===== config.mk =====
export PLATFORM = sky130hd
export DESIGN_NAME = ifetch_unit_flat
export DESIGN_NICKNAME = d
export VERILOG_FILES = /design/src/rtl/ifetch_if.sv /design/src/rtl/ifetch_unit.sv /design/src/flat_wrapper.sv
export SDC_FILE = /design/constraint.sdc
export NUM_CORES = 1
export LEC_CHECK = 0
export CORE_UTILIZATION = 54
export CTS_CLUSTER_DIAMETER = 200
export DETAILED_ROUTE_END_ITERATION = 8
export PLACE_DENSITY = 0.84
export SLEW_MARGIN = 0
export SYNTH_ARGS = -nofsm -noshare
export SYNTH_HDL_FRONTEND = slang
export SYNTH_SLANG_ARGS = --single-unit
export TNS_END_PERCENT = 1

===== constraint.sdc =====
create_clock -name clk -period 3.4 [get_ports clk]
set_input_delay 0.51 -clock clk [delete_from_list [all_inputs] [get_ports clk]]
set_output_delay 0.51 -clock clk [all_outputs]
set_load 0.05 [all_outputs]

===== src/rtl/ifetch_if.sv =====
// Fetch-stage bundle: PC register hookup, instruction-memory request/response,
// and the buffered {pc, instr} stream toward decode.
interface ifetch_if;
  logic [31:0] pc;
  logic        pc_load;
  logic        flush;
  logic        imem_req;
  logic [31:0] imem_addr;
  logic        imem_gnt;
  logic        imem_rvalid;
  logic [31:0] imem_rdata;
  logic        out_valid;
  logic [31:0] out_pc;
  logic [31:0] out_instr;
  logic        out_ready;

  modport slave (
    input  pc, flush, imem_gnt, imem_rvalid, imem_rdata, out_ready,
    output pc_load, imem_req, imem_addr, out_valid, out_pc, out_instr
  );

  modport master (
    output pc, flush, imem_gnt, imem_rvalid, imem_rdata, out_ready,
    input  pc_load, imem_req, imem_addr, out_valid, out_pc, out_instr
  );
endinterface


===== src/rtl/ifetch_unit.sv =====
// Instruction fetch: one outstanding imem read per PC, results queued in a
// small FIFO toward decode; flush discards in-flight and buffered fetches.
//
//   state | meaning
//   IDLE  | free to issue a request when a FIFO slot is available
//   WAIT  | one request granted, awaiting its response
//   DROP  | flushed while waiting; discard the orphaned response
module ifetch_unit #(
  parameter int DEPTH = 2
) (
  input  logic     clk,
  input  logic     areset,
  ifetch_if.slave  bus
);

  localparam int AW = (DEPTH > 1) ? $clog2(DEPTH) : 1;
  localparam int CW = AW + 1;

  typedef enum logic [1:0] {IDLE, WAIT, DROP} state_t;

  state_t         state_q, state_d;
  logic           req;
  logic           issue;
  logic           push;
  logic           pop;
  logic [31:0]    req_pc_q;
  logic [AW-1:0]  wr_ptr_q, rd_ptr_q;
  logic [CW-1:0]  count_q;
  logic [31:0]    fifo_pc    [DEPTH];
  logic [31:0]    fifo_instr [DEPTH];

  always_ff @(posedge clk or negedge areset) begin
    if (!areset) state_q <= IDLE;
    else         state_q <= state_d;
  end

  always_comb begin
    state_d = state_q;
    req     = 1'b0;
    push    = 1'b0;
    case (state_q)
      IDLE: begin
        req = !bus.flush && (count_q != CW'(DEPTH));
        if (req && bus.imem_gnt) state_d = WAIT;
      end
      WAIT: begin
        if (bus.imem_rvalid) begin
          state_d = IDLE;
          push    = !bus.flush;
        end else if (bus.flush) begin
          state_d = DROP;
        end
      end
      DROP: begin
        if (bus.imem_rvalid) state_d = IDLE;
      end
      default: state_d = IDLE;
    endcase
  end

  // Outputs are forced quiet while reset is held, even though the FSM sits in IDLE.
  assign bus.imem_req  = areset && req;
  assign bus.imem_addr = bus.pc;
  assign issue         = bus.imem_req && bus.imem_gnt;
  assign bus.pc_load   = areset && (issue || bus.flush);

  always_ff @(posedge clk or negedge areset) begin
    if (!areset)    req_pc_q <= '0;
    else if (issue) req_pc_q <= bus.pc;
  end

  assign pop = bus.out_valid && bus.out_ready;

  always_ff @(posedge clk or negedge areset) begin
    if (!areset) begin
      wr_ptr_q <= '0;
      rd_ptr_q <= '0;
      count_q  <= '0;
    end else if (bus.flush) begin
      wr_ptr_q <= '0;
      rd_ptr_q <= '0;
      count_q  <= '0;
    end else begin
      if (push) wr_ptr_q <= wr_ptr_q + AW'(1);
      if (pop)  rd_ptr_q <= rd_ptr_q + AW'(1);
      case ({push, pop})
        2'b10:   count_q <= count_q + CW'(1);
        2'b01:   count_q <= count_q - CW'(1);
        default: count_q <= count_q;
      endcase
    end
  end

  always_ff @(posedge clk or negedge areset) begin
    if (!areset) begin
      for (int i = 0; i < DEPTH; i++) begin
        fifo_pc[i]    <= '0;
        fifo_instr[i] <= '0;
      end
    end else if (push && !bus.flush) begin
      fifo_pc[wr_ptr_q]    <= req_pc_q;
      fifo_instr[wr_ptr_q] <= bus.imem_rdata;
    end
  end

  assign bus.out_valid = (count_q != '0);
  assign bus.out_pc    = fifo_pc[rd_ptr_q];
  assign bus.out_instr = fifo_instr[rd_ptr_q];

endmodule


===== src/flat_wrapper.sv =====
// flat-port wrapper written by rule: the top's interface ports become plain ports
module ifetch_unit_flat 
#(
  parameter int DEPTH = 2
)
  (clk, areset, bus_pc, bus_flush, bus_imem_gnt, bus_imem_rvalid, bus_imem_rdata, bus_out_ready, bus_pc_load, bus_imem_req, bus_imem_addr, bus_out_valid, bus_out_pc, bus_out_instr);
  ifetch_if bus_i ();
  input  logic clk;
  input  logic areset;
  input wire logic [$bits(bus_i.pc)-1:0] bus_pc;
  input wire logic [$bits(bus_i.flush)-1:0] bus_flush;
  input wire logic [$bits(bus_i.imem_gnt)-1:0] bus_imem_gnt;
  input wire logic [$bits(bus_i.imem_rvalid)-1:0] bus_imem_rvalid;
  input wire logic [$bits(bus_i.imem_rdata)-1:0] bus_imem_rdata;
  input wire logic [$bits(bus_i.out_ready)-1:0] bus_out_ready;
  output wire logic [$bits(bus_i.pc_load)-1:0] bus_pc_load;
  output wire logic [$bits(bus_i.imem_req)-1:0] bus_imem_req;
  output wire logic [$bits(bus_i.imem_addr)-1:0] bus_imem_addr;
  output wire logic [$bits(bus_i.out_valid)-1:0] bus_out_valid;
  output wire logic [$bits(bus_i.out_pc)-1:0] bus_out_pc;
  output wire logic [$bits(bus_i.out_instr)-1:0] bus_out_instr;
  assign bus_i.pc = bus_pc;
  assign bus_i.flush = bus_flush;
  assign bus_i.imem_gnt = bus_imem_gnt;
  assign bus_i.imem_rvalid = bus_imem_rvalid;
  assign bus_i.imem_rdata = bus_imem_rdata;
  assign bus_i.out_ready = bus_out_ready;
  assign bus_pc_load = bus_i.pc_load;
  assign bus_imem_req = bus_i.imem_req;
  assign bus_imem_addr = bus_i.imem_addr;
  assign bus_out_valid = bus_i.out_valid;
  assign bus_out_pc = bus_i.out_pc;
  assign bus_out_instr = bus_i.out_instr;
  ifetch_unit #(.DEPTH(DEPTH)) u_core (.clk(clk), .areset(areset), .bus(bus_i));
endmodule

==> results of run 1 <==
area by class of cell:
class | instances | share of cell area
flip-flops and latches | 166 | 0.435
clock inverters | 4 | 0.00471
well taps | 176 | 0.0230
repair buffers | 179 | 0.188
multi-input cells | 255 | 0.296
clock buffers | 25 | 0.0529
logic make-up after synthesis:
kind of cell / after synthesis / synth area share
AOI/OAI and AO/OA: 4 / 0.00271
and+or+nand+nor: 24 / 0.0188
xor gates and xnor gates: 1 / 0.00119
buffers and inverters: 58 / 0.0546
muxes: 226 / 0.360
DFF: 166 / 0.563
registers in the layout, indices dropped and copies added (netlist names):
register	flops
u_core.fifo_pc	64
u_core.state_q	2
u_core.req_pc_q	32
u_core.fifo_instr	64
u_core.rd_ptr_q	1
u_core.count_q	2
u_core.wr_ptr_q	1
power breakdown:
part / switching, mW / internal [mW] / leakage (nW)
combinational: 1.79 / 1.36 / 1.96
clock: 0.706 / 1.09 / 0.275
sequential: 0.300 / 2.52 / 2.11
total: 2.80 / 4.97 / 4.34
worst max-delay path, delay by kind of cell:
kind                   cells  cell delay, ns
buffers and inverters      3            0.92
AND/OR/NAND/NOR            3            1.19
routing by layer:
| layer | global-route usage | wire (µm) | part of all wire | vias up |
|---|---|---|---|---|
| li1 | - | - | - | 1944 |
| met1 | 0.279 | 6100 | 0.41 | 2209 |
| met2 | 0.383 | 7820 | 0.53 | 113 |
| met3 | 0.0421 | 491 | 0.033 | 26 |
| met4 | 0.0918 | 325 | 0.022 | 0 |
| met5 | 0 | 0 | 0 | - |
what timing repair did:
item	CTS	global route
endpoints found under the hold margin	19	0
setup buffers	0	0
hold buffers	1	0
worst max-delay path by stage:
stage               from                    end  slack [ns]  cells after the start
2_1_floorplan     areset            bus_pc_load        0.92                      5
3_3_place_gp   bus_flush  u_core.fifo_instr[50]        0.71                      6
3_5_place_dp   bus_flush     u_core.fifo_pc[42]        0.69                      6
4_1_cts           areset            bus_pc_load        0.24                      6
5_1_grt           areset            bus_pc_load        0.18                      6
6_report          areset            bus_pc_load        0.26                      6
per-stage QoR:
stage | instance area (µm²) | power (mW) | util | hold slack (ns) | instances
after floorplan | 7380 | 5.00 | - | 0.214 | 479
after global placement | 9000 | 5.90 | 0.677 | 0.372 | 775
after detailed placement | 9000 | 6.01 | 0.677 | 0.377 | 775
after CTS | 9560 | 7.83 | 0.719 | 0.495 | 805
after global routing | 9560 | 8.12 | 0.719 | 0.504 | 805
final | 9560 | 7.77 | 0.719 | 0.500 | 805
cell usage in the layout (no fill, tap or decap), drive strengths merged:
cell / count
or2: 2
nand2b: 1
nor4: 1
clkbuf: 25
and3: 1
nand2: 5
clkdlybuf4s50: 165
bufinv: 1
or3b: 1
nor4bb: 1
buf: 13
nor3b: 1
nor3: 1
dfrtp: 166
xor2: 1
nor2b: 3
clkinv: 3
o21ai: 1
or4b: 2
a21oi: 3
mux2: 226
nor2: 5
dlygate4sd3: 1
==> flow_results.org, run 1 <==
** Synth
- Number of distinct library cells after synthesis :: 24
- sky130_fd_sc_hd__dfrtp_1 takes more of the synthesized area than any other cell.
- Most used standard cells in the synthesized netlist :: sky130_fd_sc_hd__mux2_2 (197), sky130_fd_sc_hd__dfrtp_1 (166), sky130_fd_sc_hd__buf_4 (32)
- Commonest register cell after synthesis :: sky130_fd_sc_hd__dfrtp_1
- The most common cell in the synthesized netlist is sky130_fd_sc_hd__mux2_2.
- Number of instances in the synthesized netlist :: 479
- For this run, the register share of the synthesized area comes to 0.563.
- Number of synthesized flops with an enable pin :: 0
- Area fraction of the dominant cell type after synthesis :: 0.563
- Netlist area before placement :: 0.00738 mm²
- The Yosys step of the flow raised 0 warnings.
- For this run, asynchronously set or reset flops after synthesis account for 1.00.
- Largest cells by area after synthesis :: sky130_fd_sc_hd__dfrtp_1 (56%), sky130_fd_sc_hd__mux2_2 (30%), sky130_fd_sc_hd__mux2_4 (5.9%), sky130_fd_sc_hd__buf_4 (3.3%), sky130_fd_sc_hd__buf_12 (0.81%)
- The number of nets handed over by synthesis was 549.
- Counting flops and latches in the post-synthesis netlist gives 166.
- Dividing the synthesized area by the synthesized cell count gives 15.4 µm².

** Cells and area
- The repair_antennas step left the layout with diodes totalling 0.
- In the final design database the tool counted 689 nets.
- In the final layout, the multi-input gates occupy 0.00283 mm².
- Counting the fill cells in the layout gives 867.
- Synthesis-to-layout area growth :: 29.5%
- Register Area :: 0.00416 mm²
- In the final layout, the share of cells above drive strength 1 is 0.432.

** Die
- The floorplan has 42 rows.
- For this configuration, the core starts out at a cell density of 0.555.
- The total area inside the core boundary comes to 0.0133 mm².
- Top-level I/O count :: 169
- Horiz. Die Dim :: 119 µm
- Die extent in y :: 119 µm
- The die covers 0.0141 mm².

** Hold path
- The min-delay analysis places its worst path in the category input pin to asynchronous set/reset pin.

** Global routing
- Vias in the first global route :: 4726
- The total overflow left after global routing is 0.
- The first global-routing pass estimated 24200 µm of wire.
- Number of antenna violations at the first check in global routing :: 0
- Maximum number of pins on one net before global-route repair :: 89
- Global Route Usage Sum :: 0.224

** STA
- The clock arrives with 0.00646 ns of skew.
- Summed over all failing endpoints, the final setup total negative slack is 0 ns.
- Fin. Hold Viols :: 0
- Worst-Margin Slew :: 1.09 ns
- Normalized max-slew margin :: 0.276
- Final max-slew violation count :: 0
- Post-layout minimum cycle time :: 3.14 ns
- Setup repair after global routing missed its margin :: false
- Setup slack on the critical path of the routed design comes to 0.264 ns.
- Derived from the worst setup path, the maximum achievable clock frequency is 319 MHz.
- Final cycle utilization of the critical path :: 0.922
- Setup violations remaining at the end of the flow were counted as 0.

** Clocking
- TritonCTS built the clock tree.
- The later pin in the worst-skew pair is clocked with a latency of 0.42 ns.
- Post-CTS repair changed the size of 0 cells.
- CTS HTree Levels :: 4
- Clock Pin Slew Worst Setup and Hold Paths :: 0.06 ns
- Clock buffers created by TritonCTS :: 17
- The tree is rooted in a sky130_fd_sc_hd__clkbuf_16.
- CTS saw 166 sinks.
- The clock passes through at most 2 buffers.

** Run status
- Status :: completed

** Route
- Total via count in the routed design :: 4292
- The first detailed-routing pass took 5 iterations.
- Using the TritonRoute via totals, the vias-per-cell ratio works out to 5.33.
- Routed Antenna Nets :: 0
- Total length of routed wires :: 14700 µm
- Iter 0 DRT Violations :: 193
- In the final routed layout, each cell accounts on average for 18.3 µm.
- Number of DRC violations after detailed routing :: 0

** Worst setup path
- Reg-to-reg slack, setup :: 1.14 ns
- Worst reg2reg endpoint :: u_core.req_pc_q[22]
- Cell with the largest stage delay on the worst path :: sky130_fd_sc_hd__or4b_2
- Cell chain of the critical path :: dlygate4sd3_1 > buf_6 > or3b_1 > or4b_2 > nand2_1 > buf_12
- Worst r2r path cells :: 4
- The worst setup path is of the input pin to output pin kind.
- For the worst setup path, the data required time is 2.89 ns.
- The largest single stage delay on the critical path is 0.66 ns.
- Along the worst path, the maximum fanout reaches 23.
- STA puts the critical path data arrival time at 2.63 ns.
- Crit path launch type :: input pin
- The startpoint identified for the worst register-to-register timing path is u_core.state_q[0].
- Worst setup EP type :: output pin

** Power and ir drop
- In this run the power density over the cells is 813 mW/mm².
- LEAKAGE :: 4.34 nW
- Maximum ir drop on the vdd rail :: 0.000455 V

** Place
- RePlAce Congestion :: 0.735
- The HPWL after detailed placement is 9500 µm.
- IO buf count :: 168
- DP Worst Slack :: 0.688 ns

** Job
- Across the run, the number of max-cap violations was 0.
(Power assumes the default switching activity.)
==> inputs of run 2 (changes only) <==
--- a/config.mk
+++ b/config.mk
@@ -7,6 +7,7 @@
 export LEC_CHECK = 0
 export CORE_UTILIZATION = 54
 export CTS_CLUSTER_DIAMETER = 200
+export CTS_CLUSTER_SIZE = 24
 export DETAILED_ROUTE_END_ITERATION = 8
 export PLACE_DENSITY = 0.84
 export SLEW_MARGIN = 0
==> results of run 2 <==
Final layout, timing and power as in run 1 (identical DEF).
==> RTL edit (flow settings as in run 2) <==
`DEPTH` is set to 2 in 2 places; all go to 1.
--- a/src/rtl/ifetch_unit.sv
+++ b/src/rtl/ifetch_unit.sv
@@ -6,7 +6,7 @@
 //   WAIT  | one request granted, awaiting its response
 //   DROP  | flushed while waiting; discard the orphaned response
 module ifetch_unit #(
-  parameter int DEPTH = 2
+  parameter int DEPTH = 1
 ) (
   input  logic     clk,
   input  logic     areset,
--- a/src/flat_wrapper.sv
+++ b/src/flat_wrapper.sv
@@ -1,7 +1,7 @@
 // flat-port wrapper written by rule: the top's interface ports become plain ports
 module ifetch_unit_flat 
 #(
-  parameter int DEPTH = 2
+  parameter int DEPTH = 1
 )
   (clk, areset, bus_pc, bus_flush, bus_imem_gnt, bus_imem_rvalid, bus_imem_rdata, bus_out_ready, bus_pc_load, bus_imem_req, bus_imem_addr, bus_out_valid, bus_out_pc, bus_out_instr);
   ifetch_if bus_i ();
Function: changed (a bounded check fails within 4 cycles, from zero or initial values and one cycle with areset low).
==> RTL edit against run 2 <==
  * Combinational power is 3% lower
  * Die area fell by 43%
  * Cell area is 38% lower
  * Wire length shrank 43%
  * Clock power shrank 56%
  * Sequential cell count down 65
  * Clock skew is 0.0017 ns higher
  * Core utilization increased by 8.3 points
  * Sequential power shrank 27%
  * Setup slack better by 0.37 ns
  * Total power is 24% lower
  * Synthesized area is 44% lower
==> RTL edit: results (changes against run 2) <==
{| class="wikitable"
! Metric !! Value
|-
| Status || finished clean (unchanged)
|-
| Share of the synthesized netlist area taken by xor and xnor gates || 0.211% (was 0.119%)
|-
| Sw power || 2630 uW (was 2800 uW)
|-
| Worst setup slack after placement || 0.739 ns (was 0.688 ns)
|-
| Non-clock buffer area fraction after layout || 29.3% (was 18.8%)
|-
| Clock network area share || 3.60% (was 5.76%)
|-
| Setup slack, reg-to-reg || 1.44 ns (was 1.14 ns)
|-
| Post-layout nets || 483 (was 689)
|-
| Power, Total || 5920 uW (was 7770 uW)
|-
| Clock latency on the worst-skew pair || 0.35 ns (was 0.42 ns)
|-
| Proportion of power drawn by the clock network || 13.2% (was 23.1%)
|-
| Inserted Clock Buffers || 9 (was 17)
|-
| Top flop regs || u_core.fifo_instr x32, u_core.fifo_pc x32, u_core.req_pc_q x32 (was u_core.fifo_instr x64, u_core.fifo_pc x64, u_core.req_pc_q x32)
|-
| Endpoint of the most critical register-to-register path || u_core.req_pc_q[30] (was u_core.req_pc_q[22])
|-
| Synth cell count leaders || 101 x sky130_fd_sc_hd__dfrtp_1, 96 x sky130_fd_sc_hd__mux2_1, 32 x sky130_fd_sc_hd__buf_4, 6 x sky130_fd_sc_hd__buf_2, 6 x sky130_fd_sc_hd__buf_6 (was 197 x sky130_fd_sc_hd__mux2_2, 166 x sky130_fd_sc_hd__dfrtp_1, 32 x sky130_fd_sc_hd__buf_4, 29 x sky130_fd_sc_hd__mux2_4, 15 x sky130_fd_sc_hd__clkbuf_1)
|-
| Synth top area cells || sky130_fd_sc_hd__dfrtp_1 61%, sky130_fd_sc_hd__mux2_1 26%, sky130_fd_sc_hd__buf_4 5.8%, sky130_fd_sc_hd__buf_6 1.6%, sky130_fd_sc_hd__buf_2 0.72% (was sky130_fd_sc_hd__dfrtp_1 56%, sky130_fd_sc_hd__mux2_2 30%, sky130_fd_sc_hd__mux2_4 5.9%, sky130_fd_sc_hd__buf_4 3.3%, sky130_fd_sc_hd__buf_12 0.81%)
|-
| Start point of the critical path || u_core.count_q[0] (was areset)
|-
| Fillers || 428 (was 867)
|-
| Multi-input gate share of the layout cell area || 21.8% (was 29.6%)
|-
| Detail Route met2 WL || 3940 microns (was 7820 microns)
|-
| Max-slew headroom at the worst pin || 56.5% (was 27.6%)
|-
| First-pass GRT wire length || 14,200 microns (was 24,200 microns)
|-
| Sequential cell area in the final layout || 2530 sq um (was 4160 sq um)
|-
| Met3 track utilization from global routing || 7.28% (was 4.21%)
|-
| Fraction of synthesized area in multiplexers || 26.8% (was 36.0%)
|-
| Number of standard cells after synthesis || 270 (was 479)
|}
RTL edit: changes by cell type in the layout (fill, tap and decap cells not counted), moves of 7 or more:
cell / before / now
sky130_fd_sc_hd__mux2_4: 29 / 0
sky130_fd_sc_hd__clkbuf_16: 17 / 0
sky130_fd_sc_hd__clkbuf_8: 5 / 12
sky130_fd_sc_hd__mux2_1: 0 / 96
sky130_fd_sc_hd__mux2_2: 197 / 2
sky130_fd_sc_hd__dfrtp_1: 165 / 101
RTL edit: how the worst min path moves through the flow:
stage	startpoint	end	slack (ns)
floorplan	areset	u_core.count_q[0]	0.21
global placement	u_core.req_pc_q[5]	u_core.fifo_pc[5]	0.46
detailed placement	u_core.req_pc_q[0]	u_core.req_pc_q[0]	0.47
CTS	areset	u_core.req_pc_q[7]	0.27
global route	areset	u_core.req_pc_q[7]	0.31
finish	areset	u_core.fifo_pc[11]	0.26
